[src/rtl/usr_shift_ctrl.sv]
// usr_shift_ctrl: sequences one parallel load then N shifts into a 4-bit USR.
// All outputs registered; done pulses for one cycle when the job completes.
module usr_shift_ctrl #(
    parameter int WIDTH = 4,
    parameter int CNT_W = 3
) (
    input  logic             clk,
    input  logic             rst,
    input  logic             req_valid,
    output logic             req_ready,
    input  logic [WIDTH-1:0] req_data,
    input  logic             req_dir,
    input  logic [CNT_W-1:0] req_count,
    input  logic             req_fill,
    input  logic             abort,
    output logic [1:0]       sel,
    output logic [WIDTH-1:0] b,
    output logic             serial_in_lshft,
    output logic             serial_in_rshft,
    output logic             busy,
    output logic             done
);

    typedef enum logic [1:0] {
        IDLE,
        LOAD,
        SHIFT,
        DONE
    } state_t;

    localparam logic [1:0] SEL_LOAD = 2'b00;
    localparam logic [1:0] SEL_MSB  = 2'b01;
    localparam logic [1:0] SEL_LSB  = 2'b10;
    localparam logic [1:0] SEL_HOLD = 2'b11;

    state_t           state;
    logic             dir_q;
    logic             fill_q;
    logic [CNT_W-1:0] count_q;
    logic [CNT_W-1:0] remaining;

    // Job FSM; every USR control line is a register so the USR sees clean edges
    always_ff @(posedge clk or negedge rst) begin
        if (!rst) begin
            state           <= IDLE;
            sel             <= SEL_HOLD;
            b               <= '0;
            serial_in_lshft <= 1'b0;
            serial_in_rshft <= 1'b0;
            busy            <= 1'b0;
            done            <= 1'b0;
            req_ready       <= 1'b0;
            dir_q           <= 1'b0;
            fill_q          <= 1'b0;
            count_q         <= '0;
            remaining       <= '0;
        end else begin
            done <= 1'b0;
            if (state != IDLE && abort) begin
                // cancel wins over the normal step; USR just holds
                state           <= IDLE;
                sel             <= SEL_HOLD;
                serial_in_lshft <= 1'b0;
                serial_in_rshft <= 1'b0;
                busy            <= 1'b0;
                req_ready       <= 1'b1;
                remaining       <= '0;
            end else begin
                unique case (state)
                    IDLE: begin
                        req_ready <= 1'b1;
                        if (req_valid && req_ready) begin
                            dir_q     <= req_dir;
                            fill_q    <= req_fill;
                            count_q   <= req_count;
                            b         <= req_data;
                            sel       <= SEL_LOAD;
                            state     <= LOAD;
                            busy      <= 1'b1;
                            req_ready <= 1'b0;
                        end
                    end
                    LOAD: begin
                        if (count_q == '0) begin
                            sel   <= SEL_HOLD;
                            state <= DONE;
                            done  <= 1'b1;
                        end else begin
                            sel             <= dir_q ? SEL_LSB : SEL_MSB;
                            serial_in_lshft <= dir_q ? 1'b0 : fill_q;
                            serial_in_rshft <= dir_q ? fill_q : 1'b0;
                            remaining       <= count_q;
                            state           <= SHIFT;
                        end
                    end
                    SHIFT: begin
                        remaining <= remaining - 1'b1;
                        if (remaining == 1) begin
                            sel             <= SEL_HOLD;
                            serial_in_lshft <= 1'b0;
                            serial_in_rshft <= 1'b0;
                            state           <= DONE;
                            done            <= 1'b1;
                        end
                    end
                    DONE: begin
                        state     <= IDLE;
                        busy      <= 1'b0;
                        req_ready <= 1'b1;
                    end
                    default: begin
                        state <= IDLE;
                    end
                endcase
            end
        end
    end

endmodule

[config.mk]
export PLATFORM = sky130hd
export DESIGN_NAME = usr_shift_ctrl
export DESIGN_NICKNAME = d
export VERILOG_FILES = /design/src/rtl/usr_shift_ctrl.sv
export SDC_FILE = /design/constraint.sdc
export NUM_CORES = 1
export LEC_CHECK = 0
export BUFFER_PORTS_ARGS = -buffer_cell sky130_fd_sc_hd__buf_2
export CAP_MARGIN = 30
export CORE_MARGIN = 2
export CORE_UTILIZATION = 48
export DETAILED_ROUTE_END_ITERATION = 12
export GPL_TIMING_DRIVEN = 1
export PLACE_DENSITY = 0.74
export SLEW_MARGIN = 30
export SYNTH_ARGS = -nofsm -noshare
export SYNTH_HDL_FRONTEND = slang
export SYNTH_SLANG_ARGS = --single-unit
[constraint.sdc]
create_clock -name clk -period 1.9 [get_ports clk]
set_input_delay 0.095 -clock clk [delete_from_list [all_inputs] [get_ports clk]]
set_output_delay 0.095 -clock clk [all_outputs]
set_load 0.02 [all_outputs]
==> flow_results.org <==
** Outcome
- The run finished with clean final reports.

** Synth
- The mapped netlist covers ~1200 sq um.
- Main combinational cell family by area after synthesis :: simple AND/OR/NAND/NOR gates
- During synthesis, Yosys emitted a total of 0 warnings.
- Basic-gate share of the synthesized area counting and, or, nand and nor cells :: between 15 and 20%
- Arithmetic-cell share of the synthesized area counting full adders, half adders and majority gates :: around 7.4%
- Synthesized netlist cell count :: 102
- Avg Synthesized Cell Area :: approximately 12 sq um
- Fraction of the mapped netlist area in compound gates :: ~12%
- XOR/XNOR share of the synthesized area :: 0%
- Seq cells post-synth :: 21
- Distinct cell type count of the synthesized netlist :: 35
- Synthesized netlist net count :: ~120
- Of the synthesized area, sequential elements account for approximately 45%.
- Share of cell area taken by muxes after synthesis :: 15.5%

** Global routing
- Vias in the first global route :: between 900 and 1,000
- For this run the aggregate overflow at the end of global routing stands at 0.
- Wire length of the first global-routing pass :: 4.05 mm
- Global routing consumed, over all layers together, between 15 and 20% of the routing resources.
- Antenna violations before repair :: 0
- Entering global routing, the biggest net connects 22 pins.

** Timing
- Based on the critical path, the design can be clocked at up to about 560 MHz.
- In this run the tightest slew margin relative to its limit is around 70%.
- Max Slew Vio Count :: 0
- Number of setup violations in the final report :: 0
- Setup total negative slack on the finished layout was measured at 0 ns.
- Number of failing hold endpoints at the final stage :: 0
- Min Tclk post-route :: 1.78 ns
- Worst-case clock skew :: 0.00539 ns
- The final critical path takes up between 90% and 100% of the cycle.
- Setup repair after global routing missed its margin :: no
- Worst Tran Pin Value :: 0.476 ns

** Critical path
- Worst Reg-to-Reg Cells :: 6
- Req. time, crit path :: ~2.2 ns
- Startpoint type of the worst setup path :: flip-flop
- Setup crit end kind :: flip-flop
- Critical Setup Path Class :: flip-flop to flip-flop
- Data on the critical path arrives at its endpoint at roughly 2.0 ns.
- Maximum net fanout on the critical path :: 7

** Power
- Power spread over the standard cell area amounts to 1810 nW/um^2.
- Leak pwr :: 0.690 nW
- The worst-case IR drop observed on VDD is around 1.1 mV.

** Clocking
- Total setup buffers inserted after CTS :: 0
- Count of H-tree levels built during CTS :: 1
- The root buffer cell chosen for the clock tree is clkbuf_4.
- Clock Sinks :: 21
- The later pin in the worst-skew pair is clocked with a latency of just over 0.3 ns.
- Maximum clock path buffer count :: 2
- TritonCTS buffer count :: 3
- TritonCTS built the clock tree.
- Clock-pin slew was measured on the worst setup and hold paths at roughly 0.12 ns.

** Final layout
- The finished layout holds between 150 and 200 standard cells, fillers aside.
- The multi-input combinational cells in the finished layout cover a total of around 600 sq um.
- Most used cells in the layout excluding fill and tap cells :: 23 x buf_2, 19 x dfrtp_1, 11 x mux2_2
- In the final layout, the share of cells above drive strength 1 is around two fifths.
- # diodes :: 0
- Number of nets in the layout :: about 160
- Footprint of the flip-flops and latches :: about 530 sq um
- Leaving out fill and tap cells, the most frequent cell in the layout is buf_2.
- From synthesis to final layout, the design area changed by 19.6%.
- After filler insertion, the fill cell instance count of the layout stands at between 150 and 200.

** Drt
- After detailed routing, the average wire length per cell comes to 13.9 um.
- The first TritonRoute pass finished after 4 iterations.
- Detailed routing inserted a total of 901 vias.
- Using the TritonRoute via totals, the vias-per-cell ratio works out to about 5.4.
- Summed over all layers, the routed wires come to ~2.3 mm.
- After detailed routing, the number of remaining DRC violations is 0.
- Count of antenna-violating nets left after detailed routing :: 0
- After the first detailed-routing iteration, the DRC count stood at 17.

** Place
- Number of port buffers :: 23
- After legalization and detailed placement, the total HPWL measured approximately 1.8 mm.
- Routability cong. :: approximately 0.8
- Inst Count DP :: about 160

** Die
- Die Outline Area :: approximately 2900 sq um
- Standard-cell row count :: 18
- Chip width :: roughly 54 um
- In this run the vertical extent of the chip is 53.7 um.
- Starting density of the core :: between 40% and 50%
- After floorplanning, the core was sized to cover ~2400 sq um.
- Pin placement for this block handled 24 I/O pins.

** Hold path
- Counting instances, the worst hold path has a depth of 2.
- Type of the worst min-delay path :: input pin to flip-flop

** Run
- The tool flagged a number of max-cap violations equal to 0.
-- worst paths after layout --
path                                       from              end  slack (ns)
worst max-delay path                   state[0]           sel[1]        0.12
worst min-delay path               req_count[2]       count_q[2]       0.008
worst max register to register         state[0]           sel[1]        0.12
worst min register to register  serial_in_lshft  serial_in_lshft        0.51
max in group asynchronous                   rst           sel[1]        1.30
min in group asynchronous                   rst     remaining[0]        0.25
-- per-layer routing --
| metal | vias to the layer above | wire [um] | GRT usage (%) |
|---|---|---|---|
| li1 | 434 | - | - |
| met1 | 438 | 1070 | 24.1 |
| met2 | 25 | 1120 | 33.7 |
| met3 | 4 | 88 | 3.33 |
| met4 | 0 | 26 | 6.41 |
| met5 | - | 0 | 0 |
-- Yosys cell counts --
library cell	instances	area, sq um
a211oi_1	1	7.51
dfstp_2	2	52.6
nor3b_1	1	7.51
a21o_1	1	7.51
mux2_2	11	124
a211o_1	1	8.76
nand2b_4	1	13.8
dfrtp_1	19	475
a32oi_4	1	27.5
mux2_4	2	30.0
nand3_1	4	20.0
o31ai_2	1	12.5
or3_1	1	6.26
nand2_1	6	22.5
a31o_1	1	8.76
a21oi_1	3	15.0
ha_1	7	87.6
o211ai_1	1	7.51
buf_6	2	22.5
nor2_1	3	11.3
nor4b_1	2	17.5
nor2b_1	3	18.8
nor3_1	4	20.0
a31oi_1	1	6.26
o21ai_0	4	20.0
and3_1	1	6.26
o221a_2	1	11.3
mux2i_1	3	30.0
inv_1	8	30.0
nor4b_4	1	23.8
nand2b_1	1	6.26
a22o_1	1	8.76
clkbuf_1	1	3.75
and4b_1	1	10.0
o21ai_1	1	5.00
-- timing repair --
item | CTS | global route
endpoints found under the setup margin | 0 | 3
hold buffers | 1 | 0
gates resized for setup | 0 | 1
hold endpoints to repair | 19 | 0
-- critical path, stage by stage (launching register included) --
cell	delay, ns
dfrtp_1	0.43
inv_1	0.11
ha_2	0.24
nand2b_4	0.18
a32oi_4	0.29
o31ai_2	0.15
mux2_4	0.31
-- metrics by stage --
step | setup WS [ns] | util, % | power, mW | area [sq um] | hold slack (ns)
2_1_floorplan | 0.0157 | - | 1.93 | 1190 | -0.201
3_3_place_gp | 0.119 | 57.3 | 2.28 | 1380 | 0.0738
6_report | 0.123 | 58.9 | 2.57 | 1420 | 0.00814
5_1_grt | 0.0252 | 58.9 | 2.77 | 1420 | 0.00886
4_1_cts | 0.0446 | 58.8 | 2.58 | 1420 | 0.00728
3_5_place_dp | 0.0628 | 57.3 | 2.35 | 1380 | 0.0834
-- registers in the layout (all words and copies together), names as in the netlist --
signal	flops
serial_in_lshft	1
busy	1
sel	2
serial_in_rshft	1
b	4
remaining	3
done	1
req_ready	1
count_q	3
fill_q	1
state	2
dir_q	1
-- logic make-up (layout without fill, tap and decap cells) --
kind of cell	count (synthesis)	in the layout
and+or+nand+nor	29	29
buffers and inverters	11	45
adders and majority gates	7	7
AOI/OAI and AO/OA	18	18
muxes	16	16
DFF	21	21
-- report_power, final --
part	total (mW)	internal, mW	switching [mW]
registers	0.826	0.674	0.152
clock network	0.224	0.0820	0.142
logic	1.52	0.752	0.768
-- layout make-up --
cell class              instances  area share, %
multi-input cells              70           42.6
flip-flops and latches         21           37.2
repair buffers                 33           13.6
well taps                      30           2.65
inverters                       8           2.12
clock buffers                   4           1.85
Power figures use the tool's default switching activity.
